--- src/rtl/piso_tx.sv ---
// piso_tx: parallel-in serial-out transmitter with valid/ready load,
// shift enable and frame start/end strobes.
module piso_tx #(
  parameter int WIDTH     = 4,
  parameter bit MSB_FIRST = 1'b1
) (
  input  logic             clk,
  input  logic             clear,
  input  logic [WIDTH-1:0] d,
  input  logic             load_valid,
  output logic             load_ready,
  input  logic             shift_en,
  output logic             sout,
  output logic             sout_valid,
  output logic             frame_start,
  output logic             frame_end,
  output logic             busy
);

  localparam int CW = $clog2(WIDTH);
  localparam logic [CW-1:0] LAST = CW'(WIDTH - 1);

  typedef enum logic {
    IDLE  = 1'b0,
    SHIFT = 1'b1
  } state_e;

  state_e           state_q, state_d;
  logic [WIDTH-1:0] shreg_q, shreg_d;
  logic [CW-1:0]    cnt_q, cnt_d;

  logic active, last, accept;

  assign active = (state_q == SHIFT);
  assign last   = (cnt_q == LAST);

  // Ready on the last enabled bit lets the next word follow with no gap
  assign load_ready = !active || (last && shift_en);
  assign accept     = load_valid && load_ready;

  assign sout_valid  = active;
  assign busy        = active;
  assign frame_start = active && (cnt_q == '0);
  assign frame_end   = active && last;
  assign sout = active &&
    (MSB_FIRST ? shreg_q[WIDTH-1] : shreg_q[0]);

  always_ff @(posedge clk or negedge clear) begin
    if (!clear) begin
      state_q <= IDLE;
      shreg_q <= '0;
      cnt_q   <= '0;
    end else begin
      state_q <= state_d;
      shreg_q <= shreg_d;
      cnt_q   <= cnt_d;
    end
  end

  always_comb begin
    state_d = state_q;
    shreg_d = shreg_q;
    cnt_d   = cnt_q;
    if (accept) begin
      state_d = SHIFT;
      shreg_d = d;
      cnt_d   = '0;
    end else if (active && shift_en) begin
      if (last) begin
        state_d = IDLE;
      end else begin
        cnt_d   = cnt_q + 1'b1;
        shreg_d = MSB_FIRST ? (shreg_q << 1)
                            : (shreg_q >> 1);
      end
    end
  end

endmodule

--- config.mk ---
export PLATFORM = sky130hd
export DESIGN_NAME = piso_tx
export DESIGN_NICKNAME = d
export VERILOG_FILES = /design/src/rtl/piso_tx.sv
export SDC_FILE = /design/constraint.sdc
export NUM_CORES = 1
export LEC_CHECK = 0
export BUFFER_PORTS_ARGS = -buffer_cell sky130_fd_sc_hd__buf_2
export CAP_MARGIN = 0
export CELL_PAD_IN_SITES_DETAIL_PLACEMENT = 0
export CELL_PAD_IN_SITES_GLOBAL_PLACEMENT = 1
export CORE_UTILIZATION = 30
export CTS_CLUSTER_DIAMETER = 100
export CTS_CLUSTER_SIZE = 28
export DETAILED_ROUTE_END_ITERATION = 8
export PLACE_DENSITY = 0.78
export SLEW_MARGIN = 25
export SYNTH_ARGS = -nofsm -noshare
export SYNTH_HDL_FRONTEND = slang
export SYNTH_SLANG_ARGS = --single-unit
--- constraint.sdc ---
create_clock -name clk -period 1.3 [get_ports clk]
set_input_delay 0.13 -clock clk [delete_from_list [all_inputs] [get_ports clk]]
set_output_delay 0.13 -clock clk [all_outputs]
set_load 0.02 [all_outputs]
==> flow_metrics.tcl <==
set metrics [dict create \
    outcome "complete, but fails checks" \
    violations "negative setup slack" \
    r2r_slack_ns -0.05 \
    hold_violations 0 \
    power_density_nw_per_um2 2160 \
    worst-setup-path-type "reg2reg" \
    cts_buffers 3 \
    worst_pin_slew_ns 0.321 \
    dp_slack_ns -0.0587 \
    pin_count 14 \
    setup_viol 4 \
    synth_top_area_share_pct 41.9 \
    min_from "load_valid" \
    worstRegToRegCells 4 \
    synth-simple-area-share_pct 14.4 \
    syn_nets 51 \
    hpwlAfterDp_um 745 \
    synth-compound-area-share_pct 28.7 \
    routed_wl_um 962 \
    synth_mux_area_share_pct 2.40 \
    yosys.cell_types.count 20 \
    synthXorXnorAreaFrac_pct 0 \
    coreArea_um2 1300 \
    antenna_found_initial 0 \
    synth_top_family_by_area "compound AO/OA/AOI/OAI gates" \
    start_util_pct 32.1 \
    hold_depth 2 \
    cp_max_fo 5 \
    clkSlewWorstSetupHoldPaths_ns 0.05 \
    dp.cells 71 \
    synth_fa_ha_area_share_pct 5.99 \
    clk_latency_ns 0.26 \
    cts_max_path_buffers 2 \
    synth.area.top_cells "dfrtp_1 42%, a22o_1 10%, ha_1 6.0%, a221o_1 4.8%, and2_1 4.5%" \
    antennaDiodeCount 0 \
    drive_gt1_share_pct 49.2 \
    timing.final.crit_period_ns 1.35 \
    syn_area_um2 418 \
    p_total_mw 1.37 \
    die_y_um 39.3 \
    drc 0 \
    min_period_over_period_pct 104 \
    final-max-slew-violation-count 0 \
    ys_top_cells_by_count "7 x dfrtp_1, 5 x a22o_1, 3 x and2_1, 3 x inv_1" \
    instances_no_fill 78 \
    synth.avg_cell_area_um2 10.2 \
    r2r_end "shreg_q[2]" \
    die_area_um2 1550 \
    firstDrtPassIters 3 \
    clock_sinks 7 \
    timing.fmax_ghz 0.740 \
    async_flop_share_pct 100 \
    place_area_um2 528 \
    nets 74 \
    crit_required_ns 1.44 \
    die_w_um 39.3 \
    area_growth_pct 51.8 \
    yosys_warnings 0 \
    gp_congestion 0.813 \
    fillers 127 \
    postLayoutSetupSlackWorst_ns -0.0515 \
    relSlewSlack_pct 78.6 \
    antenna_left 0 \
    overflow 0 \
    fin_util_pct 48.8 \
    yosysSeqAreaShare_pct 41.9 \
    tns_ns -0.187 \
    drtIter0Drc 15 \
    rows 13 \
    wl_per_cell_um 12.3 \
    r2r_start "cnt_q[0]" \
    grt_max_degree 9 \
    fin_area_um2 634 \
    yosysTopAreaCell "dfrtp_1" \
    grt_pass1_vias 391 \
    num_vias 402 \
    end_kind "register" \
    cts_tree "done" \
    grt_use_total_pct 16.5 \
    min_to "shreg_q[0]" \
    ys_ff_latch 7 \
    rsz0062_at_grt "true" \
    peakVddDrop_uv 919 \
    h-tree-depth 1 \
    p_leak_nw 0.303 \
    synth_edf_count 0 \
    arrival_ns 1.49 \
    postSynthCellCount 41 \
    grt_pass1_wl_um 1640 \
    cap_viol_max_count 0 \
    synth_most_common_cell "dfrtp_1" \
    skew_ns 0.000817 \
    cts-root-buf "clkbuf_4" \
    hold_slack_ns 0.166 \
    viasPerCell 5.15 \
    crit_path_start_kind "register" \
    io_buffers 13 \
    synthFlopType "dfrtp_1" \
    min_path_type "in2reg" \
]
==> cells in the final DEF (no fill, tap or decap), drive strengths merged <==
| cell | Yosys | routed |
|---|---|---|
| nor2 | 1 | 1 |
| dlygate4sd3 | 0 | 1 |
| and3 | 2 | 2 |
| mux2i | 1 | 1 |
| nand2b | 2 | 2 |
| nor2b | 2 | 2 |
| buf | 2 | 19 |
| clkbuf | 0 | 4 |
| a221o | 2 | 2 |
| o21ai | 1 | 1 |
| a21oi | 2 | 2 |
| inv | 4 | 4 |
| a21bo | 1 | 1 |
| a211oi | 1 | 1 |
| ha | 2 | 2 |
| a22o | 5 | 5 |
| dfrtp | 7 | 7 |
| o22ai | 1 | 1 |
| and2 | 3 | 3 |
| a221oi | 2 | 2 |
==> kinds of logic (layout without fill, tap and decap cells) <==
kind of cell               Yosys count  after routing
adders and majority gates            2              2
DFF                                  7              7
buffers and inverters                6             28
and+or+nand+nor                     10             10
muxes                                1              1
AOI/OAI and AO/OA                   15             15
==> sequential cells by signal (all words and copies together) (netlist names) <==
| name | flops |
|---|---|
| busy | 1 |
| cnt_q | 2 |
| shreg_q | 4 |
==> final cells by class <==
| class | count | area [um2] | share of cell area, % |
|---|---|---|---|
| timing repair buffer | 20 | 143 | 22.5 |
| tap | 15 | 18.8 | 2.96 |
| inverter | 4 | 15.0 | 2.37 |
| multi-input combinational | 28 | 255 | 40.2 |
| sequential | 7 | 176 | 27.8 |
| clock buffer | 4 | 26.3 | 4.14 |
==> worst max-delay path, stage by stage, from the launching register on <==
cell     delay [ns]
dfrtp_2        0.43
ha_4           0.18
a21bo_4        0.22
and3_1         0.14
a221o_1        0.26
==> metal layers <==
metal	vias up	share of wire [%]	track usage, %
met3	2	4.1	3.41
met5	-	0	0
li1	197	-	-
met1	191	46	21.6
met2	12	48	24.6
met4	0	1.8	10.3
==> power breakdown <==
group | switching [mW] | internal, mW
Combinational | 0.346 | 0.437
Sequential | 0.0810 | 0.306
Clock | 0.0846 | 0.117
Total | 0.512 | 0.861
==> worst max-delay path by stage <==
stage | from | endpoint | cells after the start
after global placement | cnt_q[0] | shreg_q[2] | 4
after floorplan | cnt_q[1] | shreg_q[1] | 4
after global routing | cnt_q[0] | load_ready | 3
final | cnt_q[0] | shreg_q[2] | 4
after CTS | cnt_q[0] | frame_start | 4
after detailed placement | cnt_q[0] | shreg_q[1] | 4
==> repair_timing <==
action,CTS,global route
hold buffers,1,0
gates resized for setup,7,8
setup endpoints to repair,5,9
pin swaps,1,4
endpoints found under the hold margin,7,0
buffers inserted,1,1
Power figures use the tool's default switching activity.
